--- src/rtl/bram_dual_client_arbiter.sv ---
// Two-writer / two-reader round-robin front end for a simple dual-port BRAM with 1-cycle registered read.
// Optional BRAM_CLEAR_EN: zero-fill sweep of the whole memory after reset before requests are accepted.
module bram_dual_client_arbiter #(
  parameter int unsigned DATA_WIDTH = 32,
  parameter int unsigned ADDR_WIDTH = 10
) (
  input  logic                  clk,
  input  logic                  rst_n,
  input  logic                  w0_req,
  input  logic [ADDR_WIDTH-1:0] w0_addr,
  input  logic [DATA_WIDTH-1:0] w0_data,
  output logic                  w0_gnt,
  input  logic                  w1_req,
  input  logic [ADDR_WIDTH-1:0] w1_addr,
  input  logic [DATA_WIDTH-1:0] w1_data,
  output logic                  w1_gnt,
  input  logic                  r0_req,
  input  logic [ADDR_WIDTH-1:0] r0_addr,
  output logic                  r0_gnt,
  output logic                  r0_rvalid,
  output logic [DATA_WIDTH-1:0] r0_rdata,
  input  logic                  r1_req,
  input  logic [ADDR_WIDTH-1:0] r1_addr,
  output logic                  r1_gnt,
  output logic                  r1_rvalid,
  output logic [DATA_WIDTH-1:0] r1_rdata,
  output logic                  mem_we,
  output logic [ADDR_WIDTH-1:0] mem_wr_addr,
  output logic [DATA_WIDTH-1:0] mem_wr_data,
  output logic [ADDR_WIDTH-1:0] mem_rd_addr,
  input  logic [DATA_WIDTH-1:0] mem_rd_data,
  output logic                  init_done
);

  logic                  run;
  logic                  clear_we;
  logic [ADDR_WIDTH-1:0] clear_addr;

`ifdef BRAM_CLEAR_EN
  typedef enum logic {CLEAR, RUN} state_t;
  state_t                state, state_next;
  logic [ADDR_WIDTH-1:0] clr_cnt;

  always_ff @(posedge clk or negedge rst_n) begin
    if (!rst_n) begin
      state   <= CLEAR;
      clr_cnt <= '0;
    end else begin
      state <= state_next;
      if (state == CLEAR) clr_cnt <= clr_cnt + 1'b1;
    end
  end

  always_comb begin
    state_next = state;
    case (state)
      CLEAR:   if (clr_cnt == '1) state_next = RUN;
      default: state_next = RUN;
    endcase
  end

  always_comb begin
    run        = (state == RUN);
    clear_we   = (state == CLEAR);
    clear_addr = clr_cnt;
  end
`else
  // No sweep: the arbiter is live exactly while reset is released.
  always_comb begin
    run        = rst_n;
    clear_we   = 1'b0;
    clear_addr = '0;
  end
`endif

  assign init_done = run;

  logic                  wptr, rptr;
  logic                  w_any, r0_ok, r1_ok;
  logic [ADDR_WIDTH-1:0] w_sel_addr;
  logic                  p1_valid, p1_id;

  always_comb begin
    w0_gnt     = run & w0_req & (~w1_req | ~wptr);
    w1_gnt     = run & w1_req & (~w0_req | wptr);
    w_any      = w0_gnt | w1_gnt;
    w_sel_addr = w1_gnt ? w1_addr : w0_addr;
    // A read hitting the address being written this cycle would sample stale data; hold it off one cycle.
    r0_ok      = r0_req & ~(w_any & (r0_addr == w_sel_addr));
    r1_ok      = r1_req & ~(w_any & (r1_addr == w_sel_addr));
    r0_gnt     = run & r0_ok & (~r1_ok | ~rptr);
    r1_gnt     = run & r1_ok & (~r0_ok | rptr);
  end

  always_ff @(posedge clk or negedge rst_n) begin
    if (!rst_n) begin
      wptr        <= 1'b0;
      rptr        <= 1'b0;
      mem_we      <= 1'b0;
      mem_wr_addr <= '0;
      mem_wr_data <= '0;
      mem_rd_addr <= '0;
      p1_valid    <= 1'b0;
      p1_id       <= 1'b0;
      r0_rvalid   <= 1'b0;
      r1_rvalid   <= 1'b0;
    end else begin
      if (run & w0_req & w1_req) wptr <= ~wptr;
      if (run & r0_ok & r1_ok)   rptr <= ~rptr;
      if (clear_we) begin
        mem_we      <= 1'b1;
        mem_wr_addr <= clear_addr;
        mem_wr_data <= '0;
      end else begin
        mem_we <= w_any;
        if (w_any) begin
          mem_wr_addr <= w_sel_addr;
          mem_wr_data <= w1_gnt ? w1_data : w0_data;
        end
      end
      if (r0_gnt | r1_gnt) mem_rd_addr <= r1_gnt ? r1_addr : r0_addr;
      p1_valid  <= r0_gnt | r1_gnt;
      p1_id     <= r1_gnt;
      r0_rvalid <= p1_valid & ~p1_id;
      r1_rvalid <= p1_valid & p1_id;
    end
  end

  assign r0_rdata = mem_rd_data;
  assign r1_rdata = mem_rd_data;

endmodule

--- config.mk ---
export PLATFORM = sky130hd
export DESIGN_NAME = bram_dual_client_arbiter
export DESIGN_NICKNAME = d
export VERILOG_FILES = /design/src/rtl/bram_dual_client_arbiter.sv
export SDC_FILE = /design/constraint.sdc
export NUM_CORES = 1
export LEC_CHECK = 0
export BUFFER_PORTS_ARGS = -buffer_cell sky130_fd_sc_hd__buf_4
export CORE_AREA = 2 2 103 105
export DETAILED_ROUTE_END_ITERATION = 16
export DIE_AREA = 0 0 105 107
export GPL_ROUTABILITY_DRIVEN = 0
export GPL_TIMING_DRIVEN = 0
export HOLD_SLACK_MARGIN = 0.03
export PLACE_DENSITY_LB_ADDON = 0.08
export SYNTH_ARGS = -nofsm -noshare
export SYNTH_HDL_FRONTEND = slang
export SYNTH_SLANG_ARGS = --single-unit
--- constraint.sdc ---
create_clock -name clk -period 6.45 [get_ports clk]
set_clock_uncertainty 0.05 [all_clocks]
set_input_delay 0.3225 -clock clk [delete_from_list [all_inputs] [get_ports clk]]
set_output_delay 0.3225 -clock clk [all_outputs]
set_load 0.02 [all_outputs]
==> metrics, run 1 <==
status=finished, final reports clean; Slew Limit Headroom=45.40%; HP Class=in2async; ratio of cells with drive above 1 in the final layout=47.86%; port bufs=233; setup TNS=0 ns; crit path setup slack, layout=2.463 ns; Final HPWL DP=9.588 mm; Clk Latency, worst-skew pair=0.34 ns; sequential share of the synthesized area=40.59%; Final Cell Area=0.005798 mm²; routed len/inst=14.88 µm; EDFF count, synth=0; final hold violations=0; fin crit share=61.82%; Top-Level Pins=266; largest net degree at the start of global routing=68; Synth area leaders=dfrtp_1 (41%), buf_4 (14%), nand2_1 (7.5%), a31oi_1 (6.9%), nor2_1 (4.2%); Max-cap violations=0; Worst R2R Path Depth=9; metal3 WL=1.068 mm; Vias/cell=4.863; CP startpoint kind=primary input; fin util=57.45%; P&R area growth vs syn=59.41%; unrepaired setup endpoints after global routing=no; Cell variety after synth=44; RR Endpoint=mem_rd_addr[2]$_DFFE_PN0P_; Filler cells=965; CTS Root Cell=clkbuf_8; leakage=2.932 nW; highest metal used=met4; cells after synthesis=428; DRC viols=0; initial drt markers=222; crit path max fanout=67; fin crit period=3.987 ns; Worst Setup Path Type=in2out; number of synthesis warnings=0; total track usage=21.23%; Critical Path RT=6.08 ns; syn_nets=570; CP endpoint kind=primary output; die height=107 µm; top cell type by total area after synthesis=dfrtp_1; Placeable Area=0.01009 mm²; first-pass GRT wire length=19.06 mm; vias=3954; Critical R2R Launch=wptr$_DFFE_PN0P_; Layout Nets=814; Initial Utilization=36.04%; Setup Viol. Count Final=0; antenna violations before repair=0; Least-Margin Pin Slew=0.8190 ns; Post-CTS Setup Inserts=0; met2 WL=5.897 mm; met1 WL=4.961 mm; hold buffer count at cts=0; Synth Area per Inst=8.498 µm²; worst setup path start=rst_n; pwr/cell area=245.2 mW/mm²; crit path capture=r1_gnt; grt ovf=0; CTS tree=yes; top cell type's share of synthesized area=40.59%; fmax=0.2508 GHz; clock sink count=59; Synth Flop Type=dfrtp_1; Worst Hold Slack=0.008699 ns; Die W=105 µm; pre-CTS setup slack=2.447 ns; fin. max-slew vios=0; clock tree buffer depth=2; Synth async-reset ratio=100.0%; IR drop worst, VDD=0.1239 mV; Num CTS Buffers=9; die area=0.01124 mm²; Mapped Area=0.003637 mm²; drt first pass iters=6; CP Data Arrival Time=3.61 ns; R2R setup slack=3.56 ns; DRT Wirelength=12.10 mm; CTS resizes=0; CTS H-tree depth=3; # diodes=0; Final ANT Viol Nets=0; Clock Pin Slew Worst Setup and Hold Paths=0.07 ns; vias in the first global route=3892; Site Rows=37; Placed Area=0.005557 mm²; flops & latches, synth=59
==> Yosys cell counts (all sizes together) (6+ instances only) <==
master / instances
nand2: 74
buf: 71
dfrtp: 59
nor2: 41
a31oi: 40
inv: 21
clkbuf: 18
o21ai: 12
a2111oi: 11
a221o: 11
a21oi: 10
nand3: 10
xor2: 10
and3: 6
==> placed cells by master (no fill, tap or decap), types with 10 or more instances in the layout <==
cell type,synthesis,routed
a2111oi_0,11,11
a31oi_1,40,40
dfrtp_1,59,59
nand2_1,73,73
a21oi_1,10,10
a221o_1,11,11
clkbuf_8,0,10
xor2_1,10,10
buf_4,68,301
nor2_1,41,41
clkbuf_1,18,19
inv_1,19,19
==> cell type report <==
type	instances	area, µm²	share of cell area, %
multi-input combinational	259	1483	25.57
clock inverter	5	100.1	1.726
clock buffer	11	141.4	2.439
timing repair buffer	233	1749	30.17
tap	136	170.2	2.935
sequential	59	1476	25.46
inverter	21	78.83	1.360
buffer	89	599.3	10.34
==> how the worst min path moves through the flow <==
stage,from,end,slack [ns],depth (start not counted)
global placement,p1_id$_DFF_PN0_,r0_rvalid$_DFF_PN0_,0.35,1
finish,rst_n,mem_wr_data[13]$_DFFE_PN0P_,0.009,1
floorplan,rst_n,mem_rd_addr[0]$_DFFE_PN0P_,-0.02,0
CTS,rst_n,mem_wr_data[13]$_DFFE_PN0P_,0.04,1
global route,rst_n,mem_wr_data[13]$_DFFE_PN0P_,0.08,1
detailed placement,p1_id$_DFF_PN0_,r0_rvalid$_DFF_PN0_,0.36,1
==> stage by stage <==
step,total power [mW],std cells
after floorplan,0.7645,428
after global placement,1.004,797
after detailed placement,1.010,797
after CTS,1.435,813
after global routing,1.496,813
final,1.422,813
==> cells by family (layout without fill, tap and decap cells) <==
group | Yosys count | after routing | share of synthesized area (%)
AO/OA/AOI/OAI | 99 | 99 | 19.40
buffers and inverters | 110 | 359 | 18.64
XOR/XNOR | 14 | 14 | 3.371
multiplexers | 2 | 2 | 0.5504
flip-flops | 59 | 59 | 40.59
AND/OR/NAND/NOR | 144 | 144 | 17.44
==> metal layers <==
layer | vias to the layer above | track usage [%]
met4 | 0 | 6.476
met5 | - | 0
li1 | 1917 | -
met2 | 201 | 35.71
met1 | 1824 | 27.12
met3 | 12 | 4.985
==> worst max-delay path, stage by stage <==
cell and delay, ns:
buf_4 0.61, nand2_1 0.42, o21ai_1 0.41, a21oi_1 0.11
or4_1 0.60, o41ai_2 0.45, o211a_1 0.21, buf_2 0.24
buf_4 0.19
==> report_power, final <==
part           internal (mW)  switching [mW]
combinational          0.244           0.285
sequential             0.434          0.0380
clock                  0.266           0.155
==> registers in the layout, summed over array words and instances, names as in the netlist <==
name,flops
wptr,1
p1_valid,1
mem_wr_addr,10
r0_rvalid,1
mem_rd_addr,10
mem_wr_data,32
p1_id,1
mem_we,1
rptr,1
r1_rvalid,1
Power figures use the tool's default switching activity.
==> run 2, diff against run 1 <==
==> constraint.sdc (replaced) <==
create_clock -name clk -period 4.1 [get_ports clk]
set_clock_uncertainty 0.05 [all_clocks]
set_input_delay 0.205 -clock clk [delete_from_list [all_inputs] [get_ports clk]]
set_output_delay 0.205 -clock clk [all_outputs]
set_load 0.02 [all_outputs]
==> run 2 against run 1 <==
  * Count of clock-buffer cells in the layout stayed put
  * Global-route usage increased by 0.23 points
  * Critical endpoint unchanged
  * Die area unchanged
  * First-iteration DRC count shrank 9.5%
==> metrics, run 2 (synthesized netlist as in run 1, its figures left out) <==
Slew Limit Headroom=60.49% (+15 points); Placeable Area=0.01009 mm² (unchanged); R2R setup slack=1.22 ns (-2.34 ns); vias=3965 (+0.28%); commonest cells after routing, fill and taps aside=buf_4 (301), nand2_1 (73), dfrtp_1 (59); CP endpoint kind=primary output; ratio of cells with drive above 1 in the final layout=47.86% (about the same); fin. max-slew vios=0 (unchanged); Worst Setup Path Type=in2out; port bufs=233 (unchanged); Buf+Inv Stages, Crit Path=4 (+1); Vias/cell=4.865 (about the same); largest registers=mem_wr_data x32, mem_rd_addr x10, mem_wr_addr x10; Final ANT Viol Nets=0 (unchanged); clock sink count=59 (unchanged); final hold violations=0 (unchanged); largest register by flop count=mem_wr_data; Clock Pin Slew Worst Setup and Hold Paths=0.07 ns (about the same); DRC viols=0 (unchanged); Num CTS Buffers=9 (unchanged); Max-cap violations=0 (unchanged); Least-Margin Pin Slew=0.5887 ns (-0.2303 ns); status=finished, final reports clean; dpl cells=797 (unchanged); CP startpoint kind=primary input; die height=107 µm (unchanged); Hold Path Cell Cnt=3; RR Endpoint=mem_rd_addr[2]$_DFFE_PN0P_; CP top delay family=buffers and inverters; largest net degree at the start of global routing=60 (-12%); CTS H-tree depth=3 (unchanged); Setup Viol. Count Final=0 (unchanged); fin crit share=88.05%; initial drt markers=201 (-9.5%); leakage=2.949 nW (+0.58%); fmax=0.2770 GHz; Layout Nets=816 (+0.25%); Final Non-Filler Cells=815 (+0.25%); Clk Latency, worst-skew pair=0.35 ns (about the same); Die W=105 µm (unchanged); pwr/cell area=384.3 mW/mm² (+57%); fin crit period=3.610 ns; Site Rows=37 (unchanged); Worst path max stage delay=0.60 ns (about the same); CTS Root Cell=clkbuf_8; Initial Utilization=36.04% (unchanged); first-pass GRT wire length=19.22 mm (+0.87%); Critical Path RT=3.85 ns (-2.23 ns); routed len/inst=15.06 µm (+1.2%); # diodes=0 (unchanged); IR drop worst, VDD=0.1943 mV (+57%); Top-Level Pins=266 (unchanged); HP Class=in2reg; CP Data Arrival Time=3.35 ns (-0.26 ns); crit path max fanout=11 (-84%); Final Power=2.243 mW (+58%); Hold EP=mem_wr_data[4]$_DFFE_PN0P_; setup TNS=0 ns (unchanged); Worst R2R Path Depth=9 (unchanged); total track usage=21.46% (+0.23 points); critical hold path startpoint=w1_data[4]; Final HPWL DP=9.588 mm (unchanged); slowest CP cell=or4_1; grt ovf=0 (unchanged); Critical R2R Launch=wptr$_DFFE_PN0P_; P&R area growth vs syn=60.44%; crit path cell chain=dlygate4sd3_1 > buf_4 > nand2_1 > o21ai_1 > a21oi_1 > or4_1 > o41ai_2 > o211a_1 > buf_2 > buf_4; max reg flops=32 (unchanged); unrepaired setup endpoints after global routing=no; crit-path most repeated cell=buf_4; Post-CTS Setup Inserts=0 (unchanged); antenna violations before repair=0 (unchanged); commonest non-fill, non-tap cell in the layout=buf_4; vias in the first global route=3905 (+0.33%); drt first pass iters=5 (-1); DRT Wirelength=12.27 mm (+1.4%); clock tree buffer depth=2 (unchanged); CTS tree=yes; die area=0.01124 mm² (unchanged)
==> run 2: changes by cell type in the layout (fill, tap and decap cells not counted) <==
| cell | change |
|---|---|
| buf_16 | +1 |
| dlygate4sd3_1 | +1 |
==> run 2: timing repair <==
item | CTS | global route
endpoints found under the hold margin | 59 | 0
hold buffers | 2 | 0
gates resized for setup | 0 | 0
==> run 2: how the worst max path moves through the flow <==
stage	start	end	slack [ns]	depth (start not counted)
floorplan	wptr$_DFFE_PN0P_	mem_rd_addr[0]$_DFFE_PN0P_	1.52	10
global placement	rst_n	r1_gnt	0.42	9
detailed placement	rst_n	r1_gnt	0.33	9
CTS	rst_n	r1_gnt	0.51	10
global route	rst_n	r1_gnt	0.35	10
finish	rst_n	r1_gnt	0.49	10
==> run 2: final cells by class <==
class                   instances  area (µm²)
clock inverters                 5       100.1
flip-flops and latches         59        1476
inverters                      21       78.83
repair buffers                235        1787
plain buffers                  89       599.3
clock buffers                  11       141.4
multi-input cells             259        1483
fillers                       962        4257
well taps                     136       170.2
==> run 2: worst reg2reg max path: cells and delay by family, from the launching register on <==
kind	cells	cell delay, ns
and+or+nand+nor	3	0.89
buffers and inverters	2	0.44
DFF	1	0.40
AOI/OAI and AO/OA	4	0.96
==> run 2: per-stage QoR <==
step	setup WS, ns	hold slack (ns)	instance area, µm²	utilization (%)
5_1_grt	0.3466	0.05094	5836	57.82
3_3_place_gp	0.4152	0.3034	5557	55.06
4_1_cts	0.5103	0.05064	5836	57.82
2_1_floorplan	1.522	-0.1406	3637	-
6_report	0.4901	0.06432	5836	57.82
3_5_place_dp	0.3316	0.3081	5557	55.06
==> run 2: routing by layer <==
metal  vias up  wire (µm)  track usage, %
li1       1921          -               -
met5         -          0               0
met1      1832       5162           27.58
met2       198       5977           36.04
met4         0        175           6.476
met3        14        956           4.924
==> run 2: where the power goes <==
group	total (mW)	internal, mW	leakage, nW	switching (mW)
clock network	0.663	0.419	0.123	0.245
registers	0.743	0.683	0.682	0.0593
logic	0.837	0.387	2.14	0.450
